`src/rtl/reg_pc_pkg.sv`:
```
// Shared pipeline-register constants: program-counter width and the
// default address the fetch stage restarts from after reset.
package reg_pc_pkg;

  // Architectural program-counter width in bits.
  localparam int DEFAULT_XLEN = 32;

  // Address the fetch PC takes while reset is asserted.
  localparam logic [DEFAULT_XLEN-1:0] DEFAULT_RESET_VECTOR = 32'h0000_0000;

endpackage : reg_pc_pkg

```
`src/rtl/reg_pc.sv`:
```
// Fetch-stage program-counter register.
// PCF is a plain flop bank: reset forces the restart vector, a fetch stall
// holds the current address, otherwise the next-PC mux output is loaded
// verbatim with one cycle of latency.
module reg_pc
  import reg_pc_pkg::*;
#(
  parameter int              XLEN         = DEFAULT_XLEN,
  parameter logic [XLEN-1:0] RESET_VECTOR = DEFAULT_RESET_VECTOR
) (
  input  logic            CLK,
  input  logic            RESET,
  input  logic            StallF,
  input  logic [XLEN-1:0] PC,
  output logic [XLEN-1:0] PCF
);

  // PC register update: reset beats stall, stall beats load.
  // NOTE: reset is sampled on the clock edge only, so it stays out of the
  // sensitivity list; non-blocking assignment keeps the flop race-free.
  always_ff @(posedge CLK) begin
    if (RESET) begin
      PCF <= RESET_VECTOR;
    end else if (!StallF) begin
      PCF <= PC;
    end
  end

  // Simulation-only checks of the register's contract.

  // Right after a reset edge the PC must be a clean, known address.
  a_known_after_reset : assert property (
    @(posedge CLK) RESET |=> !$isunknown(PCF)
  ) else $error("reg_pc: PCF unknown after reset edge");

  // A stalled edge must leave the PC untouched.
  a_hold_on_stall : assert property (
    @(posedge CLK) (!RESET && StallF) |=> (PCF == $past(PCF))
  ) else $error("reg_pc: PCF changed across a stalled edge");

  // An unstalled edge must capture the incoming next-PC exactly.
  a_load_on_run : assert property (
    @(posedge CLK) (!RESET && !StallF) |=> (PCF == $past(PC))
  ) else $error("reg_pc: PCF did not load PC");

endmodule : reg_pc

```
`config.mk`:
```
export PLATFORM = sky130hd
export DESIGN_NAME = reg_pc
export DESIGN_NICKNAME = d
export VERILOG_FILES = /design/src/rtl/reg_pc_pkg.sv /design/src/rtl/reg_pc.sv
export SDC_FILE = /design/constraint.sdc
export NUM_CORES = 1
export LEC_CHECK = 0
export ABC_AREA = 1
export BUFFER_PORTS_ARGS = -buffer_cell sky130_fd_sc_hd__buf_2
export CORE_MARGIN = 2
export CORE_UTILIZATION = 47
export CTS_BUF_LIST = sky130_fd_sc_hd__clkbuf_4
export DETAILED_ROUTE_END_ITERATION = 16
export PLACE_DENSITY = 0.82
export SYNTH_ARGS = -nofsm -noshare
export SYNTH_HDL_FRONTEND = slang
export SYNTH_SLANG_ARGS = --single-unit
```
`constraint.sdc`:
```
create_clock -name CLK -period 0.8 [get_ports CLK]
set_input_delay 0.04 -clock CLK [delete_from_list [all_inputs] [get_ports CLK]]
set_output_delay 0.04 -clock CLK [all_outputs]
set_load 0.005 [all_outputs]
```
==> impl_metrics.yaml <==
timing:
  finalCritPeriodShare_pct: 102.6
  tightest_slew_ns: 0.1786
  holdWs_ns: 0.1156
  drv_slew: 0
  period_needed_ns: 0.8207
  hold_viol: 0
  setup_viol: 11
  fmax_ghz: 1.219
  relSlewSlack_pct: 88.10
  setup_slack_ns: -0.02067
  skew_ns: 0
  rsz0062_at_grt: "true"
synth:
  ys_warn_count: 0
  synth.area.top_cells: "dfxtp_1 48%, nand2_1 18%, nor2_1 18%"
  syn_area_per_cell_um2: 6.595
  synth_area_um2: 1339
  ys_types: 6
  ys_seq_area_share_pct: 47.85
  synth_commonest_cells: "64 x nand2_1, 64 x nor2_1, 33 x inv_1"
  synth_nets: 238
  yosysTopAreaCell: "dfxtp_1"
  synth_cells: 203
  synth_top_flop_cell: "dfxtp_1"
  synth_top_area_share_pct: 47.85
  synth_edf_count: 0
  synth.ff_latch_count: 32
  async_flop_share_pct: 0
pwr:
  vdd_drop_max_mv: 1.476
  leakage_nw: 1.221
  power_density_nw_per_um2: 1549
  finalPower_mw: 3.420
detailed_routing:
  drt_iter0_drc: 37
  dr.pass1.iters: 4
  postRouteAntennaNets: 0
  wirelength_um: 3655
  drt_drc_violations_left: 0
  via_per_inst: 4.210
  vias: 1423
  wire_per_inst_um: 10.81
critical_path:
  worst_setup_path_end_kind: "output pin"
  worst-path-buf-inv: 1
  cpLargestDelayFamily: "flip-flops"
  critPathSlowestCell: "dfxtp_2"
  r2r_start: "PCF[1]"
  cp_data_arrival_time_ns: 0.78
  cp-startpoint: "PCF[20]"
  max_stage_delay_ns: 0.35
  cp.required_ns: 0.76
  startpoint_type: "flip-flop"
  path_max_fanout: 2
  worst-setup-path-type: "reg -> out"
  worstPathCellList: "buf_2"
layout:
  largest_reg_flops: 32
  largest_register: "PCF"
  fin_area_um2: 2208
  area_growth_pct: 64.95
  final_util_pct: 80.78
  register_area_um2: 679.4
  drive_gt1_share_pct: 36.48
  fillers: 200
  reg_top3: "PCF x32"
  diodes: 0
  final_nets: 341
  multi_input_area_um2: 480.5
hold_path:
  hold_path_class: "in -> reg"
  hold_start: "StallF"
clock_tree:
  cts_num_sinks: 32
  root_buffer: "clkbuf_4"
  path_clk_slew_ns: 0.09
  clock_latency_ns: 0.32
  cts_tree: "done"
  htreeDepth: 2
  clk_path_buf_depth: 2
  cts_buffers: 5
placed_design:
  dp_slack_ns: 0.1172
  port_buffers: 66
  post_dp_cell_area_um2: 1694
  dp_hpwl_um: 1918
  gp_congestion: 0.7524
floorplan:
  die_area_um2: 3291
  die_h_um: 57.37
  dieWidth_um: 57.37
  coreArea_um2: 2734
  start_util_pct: 48.97
  ios: 67
  rows: 19
global_routing:
  grt_max_degree: 33
  grt_overflow: 0
  grt_pass1_vias: 1444
  grt_pass1_wl_um: 5733
  track_usage_pct: 22.52
  antenna_found_initial: 0
flow_run:
  cap_violations: 0
run_status:
  status: "finished with violations"
  violations: "setup timing"
## final timing paths
kind / cells after the start / endpoint / slack (ns)
worst min-delay path: 3 / PCF[9] / 0.12
worst max register to register: 5 / PCF[1] / 0.06
worst max-delay path: 1 / PCF[20] / -0.02
worst min register to register: 4 / PCF[18] / 0.50
## what timing repair did
item	4_1_cts	5_1_grt
hold endpoints to repair	32	0
setup buffers	2	2
endpoints found under the setup margin	29	32
gates resized for setup	29	13
hold buffers	32	0
## per-layer routing
metal / vias up / part of all wire (%) / global-route usage [%]
met3: 6 / 4.1 / 4.989
met4: 0 / 1.9 / 12.29
li1: 775 / - / -
met5: - / 0 / 0
met1: 598 / 36 / 21.94
met2: 44 / 58 / 43.02
## through the flow
step,instances,setup TNS [ns]
finish,338,-0.06217
global route,338,-1.185
CTS,336,-0.2507
detailed placement,294,0
global placement,294,0
floorplan,203,0
## where the power goes
| group | switching (mW) | internal (mW) | total, mW | leakage (nW) |
|---|---|---|---|---|
| clock network | 0.488 | 0.405 | 0.894 | 0.0338 |
| registers | 0.0633 | 1.73 | 1.79 | 0.275 |
| logic | 0.310 | 0.426 | 0.735 | 0.912 |
| total | 0.861 | 2.56 | 3.42 | 1.22 |
## logic make-up (layout without fill, tap and decap cells)
group         after synthesis  in the layout  synth area share (%)
buf+inv                    43            147                 16.26
flops                      32             32                 47.85
simple gates              128            128                 35.89
## cell type report
type                       instances  area share [%]
clock inverter                     1          0.1700
inverter                          33           5.609
multi-input combinational        128           21.76
sequential                        32           30.76
clock buffer                       7           2.380
timing repair buffer             106           37.56
tap                               31           1.756
## cell usage in the layout, fill, tap and decap left out
cell type	n
buf_4	4
nor2_1	64
clkinv_1	1
buf_12	4
inv_1	33
buf_6	11
clkbuf_4	7
dfxtp_1	1
buf_2	55
dlygate4sd3_1	32
dfxtp_2	31
nand2_1	64
Note: power is estimated with default switching activity, not from simulation.
